<file path="src/rtl/hub75_pkg.sv">
// Shared geometry, pixel/row types and row-address helper for the HUB75 capture model.
package hub75_pkg;

  localparam int COLS  = 32;
  localparam int SCAN  = 8;
  localparam int ABC_W = $clog2(SCAN);
  localparam int ROW_W = $clog2(2 * SCAN);
  localparam int COL_W = $clog2(COLS);

  typedef logic [2:0] rgb3_t;
  typedef rgb3_t [COLS-1:0] row_t;

  // Row address the driver is expected to latch after a.
  function automatic logic [ABC_W-1:0] next_abc(input logic [ABC_W-1:0] a);
    return (a == ABC_W'(SCAN - 1)) ? '0 : a + 1'b1;
  endfunction

endpackage

</file>
<file path="src/rtl/hub75_row_shifter.sv">
// COLS-deep 3-bit shift register; entry 0 holds the newest sample, snap exposes all entries.
module hub75_row_shifter
  import hub75_pkg::*;
(
  input  logic  clk,
  input  logic  reset,
  input  rgb3_t din,
  output row_t  snap
);

  row_t sr_reg;

  always_ff @(posedge clk) begin
    if (reset) begin
      sr_reg <= '0;
    end else begin
      sr_reg <= {sr_reg[COLS-2:0], din};
    end
  end

  assign snap = sr_reg;

endmodule

</file>
<file path="src/rtl/hub75_capture.sv">
// Receive-side HUB75 panel model: deserialises rgb/lat/abc into a frame buffer,
// checks row-scan order and counts completed frames.
module hub75_capture
  import hub75_pkg::*;
#(
  parameter int FCNT_W = 8
) (
  input  logic              clk,
  input  logic              reset,
  input  logic [5:0]        rgb_in,
  input  logic              lat_in,
  input  logic [ABC_W-1:0]  abc_in,
  input  logic [ROW_W-1:0]  rd_row,
  input  logic [COL_W-1:0]  rd_col,
  output logic [2:0]        rd_rgb,
  output logic              frame_done,
  output logic [FCNT_W-1:0] frame_count,
  output logic              seq_err,
  input  logic              clr_err
);

  row_t top_snap;
  row_t bot_snap;

  hub75_row_shifter u_top_shifter (
    .clk   (clk),
    .reset (reset),
    .din   (rgb_in[5:3]),
    .snap  (top_snap)
  );

  hub75_row_shifter u_bot_shifter (
    .clk   (clk),
    .reset (reset),
    .din   (rgb_in[2:0]),
    .snap  (bot_snap)
  );

  // Rows 0..SCAN-1 come from the top shifter, SCAN..2*SCAN-1 from the bottom one.
  // Nonblocking update means a latch takes the pre-shift snapshot of that edge.
  row_t fb_reg [2*SCAN];

  for (genvar gi = 0; gi < 2 * SCAN; gi++) begin : g_fb_row
    logic row_hit;
    assign row_hit = lat_in && (abc_in == ABC_W'(gi % SCAN));

    always_ff @(posedge clk) begin
      if (reset) begin
        fb_reg[gi] <= '0;
      end else if (row_hit) begin
        if (gi < SCAN) begin
          fb_reg[gi] <= top_snap;
        end else begin
          fb_reg[gi] <= bot_snap;
        end
      end
    end
  end

  rgb3_t rd_rgb_reg;

  always_ff @(posedge clk) begin
    if (reset) begin
      rd_rgb_reg <= '0;
    end else begin
      rd_rgb_reg <= fb_reg[rd_row][rd_col];
    end
  end

  logic              first_latch_reg;
  logic [ABC_W-1:0]  last_abc_reg;
  logic              seq_err_reg;
  logic              frame_done_reg;
  logic [FCNT_W-1:0] frame_count_reg;
  logic              seq_mismatch;
  logic              frame_end;

  assign seq_mismatch = lat_in && !first_latch_reg && (abc_in != next_abc(last_abc_reg));
  assign frame_end    = lat_in && (abc_in == ABC_W'(SCAN - 1));

  always_ff @(posedge clk) begin
    if (reset) begin
      first_latch_reg <= 1'b1;
      last_abc_reg    <= '0;
      seq_err_reg     <= 1'b0;
      frame_done_reg  <= 1'b0;
      frame_count_reg <= '0;
    end else begin
      frame_done_reg <= frame_end;
      if (frame_end) begin
        frame_count_reg <= frame_count_reg + FCNT_W'(1);
      end
      // A new mismatch outranks a clear on the same edge.
      if (seq_mismatch) begin
        seq_err_reg <= 1'b1;
      end else if (clr_err) begin
        seq_err_reg <= 1'b0;
      end
      if (lat_in) begin
        last_abc_reg    <= abc_in;
        first_latch_reg <= 1'b0;
      end
    end
  end

  assign rd_rgb      = rd_rgb_reg;
  assign frame_done  = frame_done_reg;
  assign frame_count = frame_count_reg;
  assign seq_err     = seq_err_reg;

endmodule
</file>
<file path="config.mk">
export PLATFORM = sky130hd
export DESIGN_NAME = hub75_capture
export DESIGN_NICKNAME = d
export VERILOG_FILES = /design/src/rtl/hub75_pkg.sv /design/src/rtl/hub75_row_shifter.sv /design/src/rtl/hub75_capture.sv
export SDC_FILE = /design/constraint.sdc
export NUM_CORES = 2
export LEC_CHECK = 0
export CORE_MARGIN = 8
export CORE_UTILIZATION = 55
export DETAILED_ROUTE_END_ITERATION = 6
export GPL_TIMING_DRIVEN = 0
export PLACE_DENSITY = 0.71
export SETUP_SLACK_MARGIN = 0.2
export SYNTH_ARGS = -nofsm -noshare
export SYNTH_HDL_FRONTEND = slang
export SYNTH_SLANG_ARGS = --single-unit
</file>
<file path="constraint.sdc">
create_clock -name clk -period 9.59 [get_ports clk]
set_input_delay 2.3975 -clock clk [delete_from_list [all_inputs] [get_ports clk]]
set_output_delay 2.3975 -clock clk [all_outputs]
set_load 0.1 [all_outputs]
</file>
# Yosys cells after proc, flatten, opt, wreduce, memory -nomap -nowiden
# Memories as Yosys holds them, arrays and structs flattened.
# Index checks and enable logic that the tools add are counted.
# word_totals
ff_bits,209
latchBits,0
mem_bits_rw,1536
mem_bits_ro,0
input_bits,22
out_inout_bits,13
elab_cells,159
mem_count,1
# mem_list
memory,words,word_bits,rd,rd_clocked_by_memory_dff,wr,line,rtl
fb_reg,16,96,1,0,16,hub75_capture.sv:41,row_t fb_reg [2*SCAN];
# op_classes
addsub,2
multipliers,0
div,0
n_lt_le_gt_ge,1
eq_ne,9
shift,0
mux,47
bitwise,16
reduce_logical,13
# ops
op,count
two-way mux 96 bit,16
two-way mux 1 bit,28
OR 1 bit,16
binary-select mux 3 bit (select 5 bit),1
"equality test 3 bit, second input constant",5
logical AND 1 bit,10
"adder 8 x 1 -> 8 bit, second input constant",1
"equality test 3 x 2 -> 1 bit, second input constant",2
"< comparator 5 x 6 -> 1 bit, second input constant",1
two-way mux 3 bit,2
"adder 3 x 1 -> 3 bit, second input constant",1
"equality test 3 x 1 -> 1 bit, second input constant",1
logical NOT 3 bit,1
inequality test 3 bit,1
nonzero test 2 bit,1
logical NOT 1 bit,1

# Logic depth before layout (Yosys ltp)
# depth
word_depth,6
depth_mapped,14
mapped_depth_nobuf,8

# Hierarchy
# Synthesis repeated with hierarchy kept, for this count alone.
# unflattened
cells_unflattened,4823
area_unflattened_um2,75262.2
# by_module_without_submodules
module,instances,cells_each,area_each_um2,seq_area_each_um2
hub75_capture,1,4419,70062.2,46464.6
hub75_row_shifter,2,202,2600.0,1921.8

# Worst setup path before layout
# No wires, ideal clock.
# synth_path
path_type,input port to flip-flop
start,input port reset
end,"memory fb_reg[15][0] in the netlist's numbering, enable pin"
setup_ns,0.586
arrival_time_ns,7.771
required_ns,9.004
setup_slack_ns,1.233
stages,4
path_buffers,3
path_cell_list,clkbuf_1 > clkbuf_1 > clkbuf_1 > nand2b_1
# synth_rtl
item,line,rtl
"start, declared",hub75_capture.sv:9,"input logic reset,"
"end, declared",hub75_capture.sv:41,

# Final worst setup path
# layout_path
start,input port rd_row[3]
end,register rd_rgb_reg[2] (netlist: rd_rgb[2])
# layout_between
elab_chain_len,3
# layout_rtl
item,line,rtl
"start, declared",hub75_capture.sv:13,"input logic [ROW_W-1:0] rd_row,"
memory read (16 x 96 bit),--,
binary-select mux 3 bit (select 5 bit),hub75_capture.sv:66,rd_rgb_reg <= fb_reg[rd_row][rd_col];
two-way mux 3 bit (implied by the code),hub75_capture.sv:66,
"end signal, assigned",hub75_capture.sv:66,
"end, declared",hub75_capture.sv:60,rgb3_t rd_rgb_reg;
# Every way passes these cells. The select of a mux whose other input is x is not followed.
# A chain may end at the register's enable or synchronous reset.

==> results by group <==
Run status
  – Status: finished with violations
  – Failing checks: max-capacitance violations, max-slew violations

Cells and area
  – Final nets: 5420
  – Area grow syn2layout: 12.50%
  – Fillers: 9541
  – Finished Core Util: 62.29%
  – Largest register FFs: 1536
  – Final std cells w/o fill: 7307
  – Layout cells sized above 1: 13.52%

Synth
  – Unique masters post-synth: 55
  – Top FF cell, synth: edfxtp_1
  – Synth Area per Inst: 14.08 sq um
  – FFs w/ async S/R, synth: 0%
  – Seq/Total Area, Yosys: 69.21%
  – Area leader, netlist: edfxtp_1
  – Net Count, Synth: 5187
  – EDFF count, synth: 1536
  – YS warnings: 0
  – Synth cell count leaders: nor2_1, edfxtp_1, clkbuf_1
  – Main area contributors after synthesis: edfxtp_1, mux4_2, nor2_1
  – Post-Syn Area: 72690 sq um
  – Gate Count Post-Synth: 5162
  – Most frequent cell after synthesis: nor2_1
  – Yosys reg bits: 1745
  – Synth top area share: 63.45%

Pwr
  – Pwr Total: 16580 uW
  – LEAKAGE: 0.02961 uW
  – Peak VDD IR: 0.2145 mV
  – Pwr/cell area: 202.7 nW/um^2

Placed design
  – Placed Cells: 6980
  – Port bufs: 25
  – Detailed Place HPWL: 159.0 mm
  – Pre-CTS setup slack: 1016 ps
  – Routability Congestion: 0.9683

Setup path
  – CP Capture Type: flip-flop
  – Startpoint Class: input port
  – Setup CP Type: input port to flip-flop
  – Crit Path Max Fanout: 10
  – Req. time, crit path: 10260 ps
  – Crit path DAT: 9040 ps

Detailed routing
  – Drt initial violations: 8574
  – Drt first pass iters: 6
  – Post-Route WL: 247.7 mm
  – Wire per inst: 33.90 um
  – Total number of vias: 47930
  – Post-DRT Antenna Nets: 0
  – Drc violations: 0
  – Average vias per placed instance: 6.559

Clocking
  – Max clock buf depth: 3
  – Worst-Skew Late Latency: 830 ps
  – Hold buffers post-CTS: 0
  – CTS sink count: 1745
  – CTS tree: done
  – CTS Buf Count: 168
  – Post-CTS Setup Bufs: 0
  – Root Buffer: clkbuf_16
  – Clock Pin Slew Worst Setup and Hold Paths: 60 ps
  – Gates resized, CTS repair: 0
  – H-tree levels: 4

GRT
  – First-pass GRT wire length: 343.2 mm
  – Total track usage: 33.50%
  – Grt total ovfl: 0
  – Vias in the first global route: 46330
  – Initial antenna violation count: 17
  – Largest net degree at the start of global routing: 50

Die
  – Core Box Area: 131300 sq um
  – Starting Density: 55.36%
  – Die area: 144100 sq um
  – Die X: 379.6 um
  – Cell Rows: 133
  – Io pins: 35
  – Die Y: 379.6 um

Min path
  – Hold crit path type: flip-flop to flip-flop

Job
  – Max Cap Viol: 4

STA
  – Worst Clk Skew: 23.61 ps
  – Worst slew margin: -4.857%
  – Final period util: 87.36%
  – RSZ-0062 raised after global routing: false
  – Min cycle time layout: 8377 ps
  – Final setup viols: 0
  – Setup slack after layout: 1213 ps
  – FMAX: 0.1194 GHz
  – Measured slew at the worst slew-check pin: 1573 ps
  – Final slew viol count: 44
  – Hold_ws: 470.2 ps
  – Hold Fails Final Rpt: 0
-- routing by layer --
metal  part of all wire, %  track usage (%)
met1                    33            42.16
met2                    44            49.22
met3                    16            11.78
met4                   8.1            22.16
met5                 0.011                0
-- report_power, final --
part | switching [uW] | total, uW | internal (uW)
registers | 62.4 | 8530 | 8460
clock network | 2960 | 6810 | 3850
logic | 875 | 1240 | 367
total | 3900 | 16600 | 12700
-- final cells by class --
class	instances	area (sq um)	area share (%)
diodes	13	32.53	0.03978
plain buffers	523	2386	2.918
clock buffers	242	4722	5.774
clock inverters	72	855.8	1.046
inverters	194	728.2	0.8904
multi-input cells	2700	19370	23.69
flip-flops and latches	1745	50310	61.52
well taps	1755	2196	2.685
repair buffers	63	1181	1.444
-- path summary, 6_finish.rpt --
path	start	slack [ps]	cells after the start	end
setup / recovery	rd_row[3]	1210	9	rd_rgb[2]
hold / removal	first_latch_reg	470	1	first_latch_reg
hold reg to reg	first_latch_reg	470	1	first_latch_reg
setup reg to reg	fb_reg[13][79]	5880	6	rd_rgb[1]
-- critical path, cell delays in order --
cell and delay, ps:
clkdlybuf4s50_1 690, clkbuf_1 800, buf_1 900, buf_1 960, clkbuf_1 1190, nor3_1 180, nor3_1 1160, o41ai_1 280
a32o_1 410
-- cells by family (layout without fill, tap and decap cells) --
| family | Yosys count | after routing | synth area share [%] |
|---|---|---|---|
| fa+ha+maj | 3 | 3 | 0.05164 |
| xor+xnor | 10 | 10 | 0.1205 |
| mux | 522 | 522 | 13.06 |
| simple gates | 1911 | 1911 | 10.81 |
| buf+inv | 717 | 1094 | 4.243 |
| flops | 1745 | 1745 | 69.21 |
| compound gates | 254 | 254 | 2.510 |
| other cells | 0 | 13 | 0 |
-- layout by cell type, fill, tap and decap left out, drive strengths merged, types with 7 or more instances in the layout --
cell,n
nor2,1582
edfxtp,1536
clkbuf,661
mux4,335
dfxtp,209
nand2b,206
inv,203
mux2i,173
buf,142
o221ai,69
o22ai,54
a21oi,51
clkinv,45
nand2,36
clkdlybuf4s50,25
nand3,23
nor3,20
nor2b,15
bufinv,15
a22oi,14
mux2,14
diode,13
o21ai,13
a221oi,8
and2,7
-- per-stage QoR --
step	instance area, sq um	TNS (ps)
6_report	81780	0
5_1_grt	81750	0
4_1_cts	81750	0
3_5_place_dp	76170	0
3_3_place_gp	75140	-8431670
2_1_floorplan	72690	0
Note: power is estimated with default switching activity, not from simulation.
